### src/rtl/recip_nr_pkg.sv
// Shared types and constants for the Newton-Raphson significand reciprocal.
// seed_val() builds the seed LUT and is usable by anything modelling the seed table.
package recip_nr_pkg;

  localparam int NSIG_DEF      = 7;
  localparam int GUARD_DEF     = 4;
  localparam int SEED_BITS_DEF = 4;
  localparam int NITER_DEF     = 2;
  localparam int FW            = NSIG_DEF + GUARD_DEF;

  typedef enum logic [2:0] {IDLE, SEED, MULA, MULB, DONE} state_t;

  // rne(1/(1+(i+0.5)/2^sbits)) in Q1.fw, done as round(2^(fw+sbits+1) / (2^(sbits+1)+2i+1))
  function automatic int seed_val(input int i, input int sbits, input int fw);
    longint num;
    longint den;
    longint q;
    longint rem;
    num = longint'(1) << (fw + sbits + 1);
    den = (longint'(1) << (sbits + 1)) + longint'(2 * i + 1);
    q   = num / den;
    rem = num % den;
    if ((2 * rem > den) || ((2 * rem == den) && q[0]))
      q = q + 1;
    return int'(q);
  endfunction

endpackage

### src/rtl/recip_nr_iter_mul.sv
// Shared (FW+1)x(FW+1) unsigned multiplier, Q1.FW in and out, optional clamp at 1.0.
module recip_nr_mul #(
  parameter int FW = 11
) (
  input  logic [FW:0] op_a,
  input  logic [FW:0] op_b,
  input  logic        sat,
  output logic [FW:0] prod
);

  localparam logic [FW+1:0] ONE = (FW+2)'(1) << FW;

  logic [2*FW+1:0] full;
  logic [FW+1:0]   trunc;

  assign full  = {{(FW+1){1'b0}}, op_a} * {{(FW+1){1'b0}}, op_b};
  // Q2.2FW product truncated to Q2.FW; the integer bit pair only matters for the clamp
  assign trunc = (FW+2)'(full >> FW);
  assign prod  = (sat && (trunc > ONE)) ? ONE[FW:0] : trunc[FW:0];

endmodule

### src/rtl/recip_nr_iter.sv
// Multi-cycle Newton-Raphson reciprocal R = 1/A of a Q1.NSIG significand.
// LUT seed, NITER refinements x = x*(2 - A*x) on one shared multiplier, RNE output.
module recip_nr_iter
  import recip_nr_pkg::*;
#(
  parameter int NEXP      = 8,
  parameter int NSIG      = 7,
  parameter int SEED_BITS = 4,
  parameter int NITER     = 2,
  parameter int GUARD     = 4
) (
  input  logic          clk,
  input  logic          rst_n,
  input  logic          in_valid,
  output logic          in_ready,
  input  logic [NSIG:0] a,
  output logic          out_valid,
  input  logic          out_ready,
  output logic [NSIG:0] r,
  output logic          out_err
);

  localparam int XW    = NSIG + GUARD;
  localparam int CNT_W = $clog2(NITER + 1);
  localparam logic [NSIG:0] ONE_R = {1'b1, {NSIG{1'b0}}};

  if (NITER < 1 || NEXP < 1 || GUARD < 2) begin : g_bad_param
    $error("recip_nr_iter: invalid parameter set");
  end

  state_t            state, state_next;
  logic [NSIG:0]     a_reg, a_next;
  logic [XW:0]       x_reg, x_next, t_reg, t_next;
  logic [CNT_W-1:0]  cnt, cnt_next;
  logic [NSIG:0]     r_next;
  logic              err_next, in_ready_next, out_valid_next;
  logic [XW:0]       mul_a, mul_b, mul_out;
  logic              mul_sat;
  logic [NSIG+1:0]   r_sum;
  logic [NSIG:0]     r_round;
  logic              rnd_up;
  logic [XW:0]       seed_lut [2**SEED_BITS];

  for (genvar g = 0; g < 2**SEED_BITS; g++) begin : g_seed
    assign seed_lut[g] = (XW+1)'(seed_val(g, SEED_BITS, XW));
  end

  // MULA forms t = A*x; MULB forms x*(2-t) with the result clamped at 1.0
  always_comb begin
    mul_a   = {a_reg, {GUARD{1'b0}}};
    mul_b   = x_reg;
    mul_sat = 1'b0;
    if (state == MULB) begin
      mul_a   = x_reg;
      mul_b   = (XW+1)'(((XW+2)'(1) << (XW+1)) - (XW+2)'(t_reg));
      mul_sat = 1'b1;
    end
  end

  recip_nr_mul #(.FW(XW)) u_mul (
    .op_a (mul_a),
    .op_b (mul_b),
    .sat  (mul_sat),
    .prod (mul_out)
  );

  always_comb begin
    rnd_up  = mul_out[GUARD-1] && ((|mul_out[GUARD-2:0]) || mul_out[GUARD]);
    r_sum   = {1'b0, mul_out[XW:GUARD]} + (NSIG+2)'(rnd_up);
    r_round = (r_sum[NSIG+1] || (r_sum[NSIG:0] > ONE_R)) ? ONE_R : r_sum[NSIG:0];
  end

  always_comb begin
    state_next     = state;
    a_next         = a_reg;
    x_next         = x_reg;
    t_next         = t_reg;
    cnt_next       = cnt;
    r_next         = r;
    err_next       = out_err;
    in_ready_next  = in_ready;
    out_valid_next = out_valid;
    case (state)
      IDLE: begin
        in_ready_next = 1'b1;
        if (in_valid && in_ready) begin
          in_ready_next = 1'b0;
          a_next        = a;
          if (a == ONE_R) begin
            state_next     = DONE;
            r_next         = ONE_R;
            err_next       = 1'b0;
            out_valid_next = 1'b1;
          end else if (!a[NSIG]) begin
            state_next     = DONE;
            r_next         = '1;
            err_next       = 1'b1;
            out_valid_next = 1'b1;
          end else begin
            state_next = SEED;
          end
        end
      end
      SEED: begin
        x_next     = seed_lut[a_reg[NSIG-1 -: SEED_BITS]];
        cnt_next   = '0;
        state_next = MULA;
      end
      MULA: begin
        t_next     = mul_out;
        state_next = MULB;
      end
      MULB: begin
        x_next   = mul_out;
        cnt_next = cnt + CNT_W'(1);
        if (cnt == CNT_W'(NITER - 1)) begin
          state_next     = DONE;
          r_next         = r_round;
          err_next       = 1'b0;
          out_valid_next = 1'b1;
        end else begin
          state_next = MULA;
        end
      end
      DONE: begin
        if (out_valid && out_ready) begin
          out_valid_next = 1'b0;
          in_ready_next  = 1'b1;
          state_next     = IDLE;
        end
      end
      default: state_next = IDLE;
    endcase
  end

  always_ff @(posedge clk or negedge rst_n) begin
    if (!rst_n) begin
      state     <= IDLE;
      a_reg     <= '0;
      x_reg     <= '0;
      t_reg     <= '0;
      cnt       <= '0;
      r         <= '0;
      out_err   <= 1'b0;
      in_ready  <= 1'b0;
      out_valid <= 1'b0;
    end else begin
      state     <= state_next;
      a_reg     <= a_next;
      x_reg     <= x_next;
      t_reg     <= t_next;
      cnt       <= cnt_next;
      r         <= r_next;
      out_err   <= err_next;
      in_ready  <= in_ready_next;
      out_valid <= out_valid_next;
    end
  end

endmodule

### config.mk
export PLATFORM = sky130hd
export DESIGN_NAME = recip_nr_iter
export DESIGN_NICKNAME = d
export VERILOG_FILES = /design/src/rtl/recip_nr_pkg.sv /design/src/rtl/recip_nr_iter_mul.sv /design/src/rtl/recip_nr_iter.sv
export SDC_FILE = /design/constraint.sdc
export NUM_CORES = 1
export LEC_CHECK = 0
export ABC_AREA = 1
export BUFFER_PORTS_ARGS = -buffer_cell sky130_fd_sc_hd__buf_2
export CAP_MARGIN = 20
export CORE_MARGIN = 2
export CORE_UTILIZATION = 37
export DETAILED_ROUTE_END_ITERATION = 6
export SYNTH_ARGS = -nofsm -noshare
export SYNTH_HDL_FRONTEND = slang
export SYNTH_HIERARCHICAL = 1
export SYNTH_SLANG_ARGS = --single-unit
### constraint.sdc
create_clock -name clk -period 10.1 [get_ports clk]
set_input_delay 0.505 -clock clk [delete_from_list [all_inputs] [get_ports clk]]
set_output_delay 0.505 -clock clk [all_outputs]
set_load 0.01 [all_outputs]
==> out/summary.log, run 1 <==
[clock_network] Root Buffer Master clkbuf_16
[sta] fin. max-slew vios 0
[floorplanning] area of the core 21100 sq um
[logic_synthesis] ranking of synthesized cells by area fa_1 25%, dfrtp_1 15%, nand2_1 14%
[sta] period utilisation layout 82.1%
[worst_setup_path] critical path endpoint category flip-flop
[grt] number of global-route vias before repair 6700
[clock_network] clock-pin slew of the registers on the worst-case setup and hold paths 0.06 ns
[routing] routed via count divided by cell count 4.78
[worst_hold_path] worst min-delay path category input pin to async pin
[grt] total global routing track utilization 18.5%
[clock_network] number of clock buffers inserted by TritonCTS 5
[grt] largest net degree at the start of global routing 49
[routing] DRC errors left 0
[logic_synthesis] share of the yosys chip area belonging to registers 15.1%
[clock_network] CTS tree built
[routing] count of routing violations after the opening detailed-route iteration 502
[clock_network] Longest Clk Path Bufs 2
[sta] fin crit period 8.29 ns
[clock_network] clock latency reported for the late side of the worst-skew pair 0.29 ns
[logic_synthesis] number of enable flip-flop cells after synthesis 0
[worst_setup_path] Crit-path slowest cell fa_1
[logic_synthesis] Synth warnings 6
[routing] count of vias placed by the detailed router 6764
[clock_network] sink count of the clock tree 48
[placed_design] final weighted congestion in routability-driven placement 0.942
[logic_synthesis] area share of the largest cell type after synthesis 24.9%
[sta] tightest slew margin relative to the limit 31.8%
[worst_setup_path] required time at the worst-slack endpoint 10.31 ns
[clock_network] CTS H-tree depth 2
[logic_synthesis] per-instance average area after synthesis 7.07 sq um
[floorplanning] area of the die 22700 sq um
[logic_synthesis] Post-synth top flop dfrtp_1
[worst_setup_path] endpoint arrival time on the critical path 8.50 ns
[worst_setup_path] Crit path largest cell delay 0.55 ns
[sta] RSZ-0062 raised after global routing false
[floorplanning] starting density of the core 37.7%
[grt] number of antenna violations at the first check in global routing 0
[worst_setup_path] reg-to-reg startpoint state[2]
[routing] drt total wl 19700 um
[sta] maximum frequency from static timing analysis 121 MHz
[logic_synthesis] library cell with the largest summed area after synthesis fa_1
[logic_synthesis] proportion of register bits with asynchronous set or reset after synthesis 100%
[worst_setup_path] worst-case register-to-register setup slack 1.81 ns
[floorplanning] vertical die dimension 151 um
[finish] Total Nets Final 1316
[clock_network] PostCTS Resize Cnt 0
[worst_setup_path] Critical Path Fanout Max 45
[finish] filler instances 2231
[clock_network] CTS hold repair buffers 0
[finish] area delta synth->final 8.01%
[sta] Final Hold Violating Endpoints 0
[sta] count of final setup violators 0
[routing] average wire per cell in the routed design 14.0 um
[floorplanning] cell row count 53
[sta] final sum of negative setup slack 0 ns
[job] Max-Cap Viols 0
[grt] GR Overflow Total 0
[logic_synthesis] count of unique library cells instantiated by Yosys 44
[finish] # diodes 0
[floorplanning] floorplan die width 151 um
[worst_setup_path] Critical Path Source Type flip-flop
[worst_setup_path] crit path launch state[2]
[worst_setup_path] crit path kind flip-flop to flip-flop
[logic_synthesis] cell area after synthesis 7950 sq um
[grt] wire length of the first global-routing pass 33800 um
[finish] fraction of layout cells with a size suffix above 1 9.21%
[status] result of the run finished, final reports clean
[sta] transition at the pin with the smallest max-transition slack 1.02 ns
[logic_synthesis] gate count of the mapped netlist 1124
[sta] Min Hold Slack 0.307 ns
[placed_design] port buffer count 22
[logic_synthesis] Post-Synthesis Net Count 1301
[floorplanning] boundary pin count 23
[worst_setup_path] cell occurring most often along the worst timing path nand2_1
[placed_design] post-DP HPWL 15800 um
[routing] antenna-violating nets left 0
[routing] DR pass1 iterations 5
[logic_synthesis] synthesis-stage register bit count 48
[clock_network] number of buffers inserted by post-CTS setup repair 0
[sta] largest clock skew in the final design 0.00390 ns
-- placed cells by master, fill, tap and decap left out, types with 3 or more instances in the layout --
master     Yosys  layout
nand2_1      306     306
fa_1          99      99
o21ai_0       61      59
o22ai_1        7       7
buf_2          5      22
inv_1        261     261
inv_2         17      17
nor2_1        61      61
nor3_1         8       8
nand3b_1       3       3
nand2_2       16      16
buf_4          1      24
dfrtp_1       48      48
clkbuf_16      0       5
xor2_1         7       7
o211ai_1       3       3
a21oi_1       39      39
nor2_2         6       6
nor2_4         4       4
nand4_1        8       8
ha_1          66      66
nand3_2        4       4
o21ai_1        4       6
nand3_1       35      35
-- stage by stage --
| stage | utilization (%) | instance area [sq um] | setup slack (ns) | cells |
|---|---|---|---|---|
| finish | 40.7 | 8590 | 1.81 | 1415 |
| CTS | 40.7 | 8580 | 1.81 | 1414 |
| global placement | 39.9 | 8420 | 1.95 | 1406 |
| detailed placement | 39.9 | 8420 | 1.83 | 1406 |
| global route | 40.7 | 8590 | 1.14 | 1415 |
| floorplan | - | 7950 | 2.81 | 1124 |
-- metal layers --
metal,GRT usage [%],vias to the layer above,wire length [um]
met5,0,-,0
li1,-,3390,-
met1,27.4,3181,9570
met3,1.64,21,879
met2,29.7,172,8960
met4,3.93,0,335
-- worst max-delay path, delay by kind of cell, from the launching register on --
family	cells	cell delay, ns
fa+ha+maj	7	3.19
simple gates	22	2.71
buf+inv	7	0.92
compound gates	5	0.91
flops	1	0.44
-- Yosys cell counts, drive strengths merged, types with 2 or more instances --
cell / n
a21oi: 40
nor2: 71
a211oi: 2
o211ai: 3
nand3: 39
xnor2: 2
nand4: 8
buf: 7
o31ai: 2
clkbuf: 31
o22ai: 7
a22oi: 2
xor2: 8
inv: 278
o21ai: 65
a31oi: 2
ha: 66
nand2: 323
nor3: 8
nand3b: 3
dfrtp: 48
fa: 99
-- cells by family after synthesis --
kind of cell             after synthesis  share of synthesized area [%]
AO/OA/AOI/OAI                        131                           9.19
buffers and inverters                317                           15.2
flip-flops                            48                           15.1
adder cells (fa/ha/maj)              165                           35.3
XOR/XNOR                              10                           1.20
AND/OR/NAND/NOR                      453                           24.0
-- path summary, 6_finish.rpt --
path                              to  cells after the start
hold / removal              a_reg[1]                      2
setup / recovery                r[4]                     41
setup reg to reg                r[4]                     41
min in group clk           out_valid                      2
hold reg to reg            out_valid                      2
max in group asynchronous       r[3]                      2
-- cell type report --
| class | count | area [sq um] | share of cell area (%) |
|---|---|---|---|
| inverters | 279 | 1050 | 12.2 |
| multi-input cells | 759 | 5540 | 64.5 |
| flip-flops and latches | 48 | 1200 | 14.0 |
| repair buffers | 46 | 290 | 3.38 |
| clock buffers | 6 | 129 | 1.50 |
| well taps | 275 | 344 | 4.01 |
| clock inverters | 2 | 35.0 | 0.408 |
Power of run 1 is left out: the tool's default activity adds up to more than one toggle a clock period on the data nets, which glitch-free logic cannot reach.
==> run 2, diff against run 1 <==
- clock period: 10.1 -> 8.1 ns (I/O delays scaled with it)
==> run 2 against run 1 <==
Hold slack got worse by 0.21 ns; critical endpoint is now r[2]; critical path depth up 2; non-clock buffer count increased by 12; core utilization rose by 1.1 points; clock skew rose by 0.00085 ns; design area grew 2.6%; routed wire length increased by 0.93%; sequential share of layout area down 0.36 points; final cell count grew 0.85%; critical path type unchanged; clock-buffer cell count is the same; die area unchanged.
==> out/summary.log, run 2 (synthesis results as in run 1) <==
[worst_setup_path] cell occurring most often along the worst timing path nand2_1
[placed_design] port buffer count 22 [unchanged]
[clock_network] CTS hold repair buffers 0 [unchanged]
[routing] average wire per cell in the routed design 14.0 um [about the same]
[job] Max-Cap Viols 0 [unchanged]
[grt] wire length of the first global-routing pass 33900 um [+0.25%]
[sta] transition at the pin with the smallest max-transition slack 0.810 ns [-0.206 ns]
[clock_network] clock latency reported for the late side of the worst-skew pair 0.29 ns [about the same]
[clock_network] number of clock buffers inserted by TritonCTS 5 [unchanged]
[finish] fraction of layout cells with a size suffix above 1 11.7% [+2.5 points]
[sta] largest clock skew in the final design 0.00475 ns [+0.000851 ns]
[routing] count of vias placed by the detailed router 6854 [+1.3%]
[worst_setup_path] reg-to-reg startpoint t_reg[0]
[grt] number of antenna violations at the first check in global routing 0 [unchanged]
[floorplanning] vertical die dimension 151 um [unchanged]
[clock_network] Root Buffer Master clkbuf_16
[worst_setup_path] destination of the worst register-to-register timing path r[2]
[floorplanning] starting density of the core 37.7% [unchanged]
[routing] antenna-violating nets left 0 [unchanged]
[floorplanning] floorplan die width 151 um [unchanged]
[floorplanning] boundary pin count 23 [unchanged]
[finish] Total Nets Final 1328 [+0.91%]
[grt] total global routing track utilization 18.6% [+0.062 points]
[floorplanning] area of the die 22700 sq um [unchanged]
[sta] tightest slew margin relative to the limit 45.9% [+14 points]
[clock_network] clock-pin slew of the registers on the worst-case setup and hold paths 0.07 ns [about the same]
[routing] DR pass1 iterations 5 [unchanged]
[worst_setup_path] Critical Path Fanout Max 10 [-78%]
[worst_setup_path] critical path endpoint category flip-flop
[routing] drt total wl 19900 um [+0.93%]
[clock_network] Longest Clk Path Bufs 2 [unchanged]
[placed_design] post-DP HPWL 16200 um [+2.5%]
[sta] maximum frequency from static timing analysis 132 MHz [+9.6%]
[placed_design] final weighted congestion in routability-driven placement 0.902 [-4.2%]
[worst_setup_path] top cell family by delay on the critical path adder cells
[routing] routed via count divided by cell count 4.80 [+0.48%]
[clock_network] CTS H-tree depth 2 [unchanged]
[worst_setup_path] required time at the worst-slack endpoint 8.32 ns [-1.99 ns]
[worst_setup_path] worst-case register-to-register setup slack 0.54 ns [-1.27 ns]
[routing] count of routing violations after the opening detailed-route iteration 476 [-5.2%]
[clock_network] CTS tree built
[worst_setup_path] Crit path largest cell delay 0.56 ns [about the same]
[finish] area delta synth->final 10.8%
[sta] count of final setup violators 0 [unchanged]
[grt] largest net degree at the start of global routing 49 [unchanged]
[worst_setup_path] crit path kind flip-flop to flip-flop
[floorplanning] area of the core 21100 sq um [unchanged]
[worst_setup_path] Critical Path Source Type flip-flop
[finish] # diodes 0 [unchanged]
[clock_network] sink count of the clock tree 48 [unchanged]
[floorplanning] cell row count 53 [unchanged]
[worst_hold_path] worst min-delay path category input pin to async pin
[worst_setup_path] worst-case reg-to-reg path depth 43 [+4.9%]
[worst_setup_path] Crit-path slowest cell fa_1
[sta] fin. max-slew vios 0 [unchanged]
[finish] most common library cell in the layout ignoring fill and taps nand2_1
[routing] DRC errors left 0 [unchanged]
[grt] number of global-route vias before repair 6740 [+0.60%]
[sta] period utilisation layout 93.4% [+11 points]
[worst_setup_path] endpoint arrival time on the critical path 7.78 ns [-0.72 ns]
[status] result of the run finished, final reports clean
[worst_setup_path] count of buffering cells on the critical path with inverters included 9 [+2]
[sta] fin crit period 7.56 ns [-0.729 ns]
[grt] GR Overflow Total 0 [unchanged]
[finish] filler instances 2254 [+1.0%]
[sta] Final Hold Violating Endpoints 0 [unchanged]
[sta] Min Hold Slack 0.101 ns [-0.206 ns]
[finish] most used cells in the layout excluding fill and tap cells 303 x nand2_1, 261 x inv_1, 98 x fa_1, 62 x ha_1, 61 x nor2_1
## run 2: cell type report
class	instances	area (sq um)	area share [%]
inverter	279	1050	11.9
timing repair buffer	58	413	4.69
sequential	48	1200	13.6
clock buffer	6	139	1.58
clock inverter	2	38.8	0.440
tap	275	344	3.91
multi-input combinational	759	5630	63.9
## run 2: worst max path at each step
| stage | depth (start not counted) | endpoint | slack, ns | startpoint |
|---|---|---|---|---|
| 2_1_floorplan | 45 | r[0] | 0.81 | t_reg[2] |
| 3_3_place_gp | 43 | r[2] | 0.48 | t_reg[0] |
| 3_5_place_dp | 44 | r[1] | 0.37 | t_reg[0] |
| 4_1_cts | 44 | r[1] | 0.35 | t_reg[0] |
| 5_1_grt | 47 | r[4] | -0.07 | t_reg[0] |
| 6_report | 43 | r[2] | 0.54 | t_reg[0] |
## run 2: worst reg2reg max path: cells and delay by family, from the launching register on
family          cells  cell delay, ns
compound gates      3            0.43
fa+ha+maj           8            3.36
xor+xnor            1            0.16
buf+inv             9            0.88
flops               1            0.40
simple gates       22            2.29
## run 2: through the flow
stage,util [%],setup TNS (ns),cell area [sq um],instances,worst slack [ns]
2_1_floorplan,-,0,7950,1124,0.810
3_3_place_gp,40.3,0,8490,1414,0.477
3_5_place_dp,40.3,0,8490,1414,0.373
4_1_cts,41.1,0,8670,1422,0.347
5_1_grt,41.8,-0.358,8810,1427,-0.0708
6_report,41.8,0,8810,1427,0.536
## run 2: layer usage
metal  track usage (%)  share of wire [%]
met2              30.6                 47
met3              1.67                4.1
met4              3.18                1.3
met5                 0                  0
met1              27.1                 47
## run 2: what timing repair did
item / CTS / global route
setup buffers: 0 / 4
resized for setup: 0 / 25
endpoints found under the setup margin: 0 / 8
Power of run 2 is left out for the same reason.
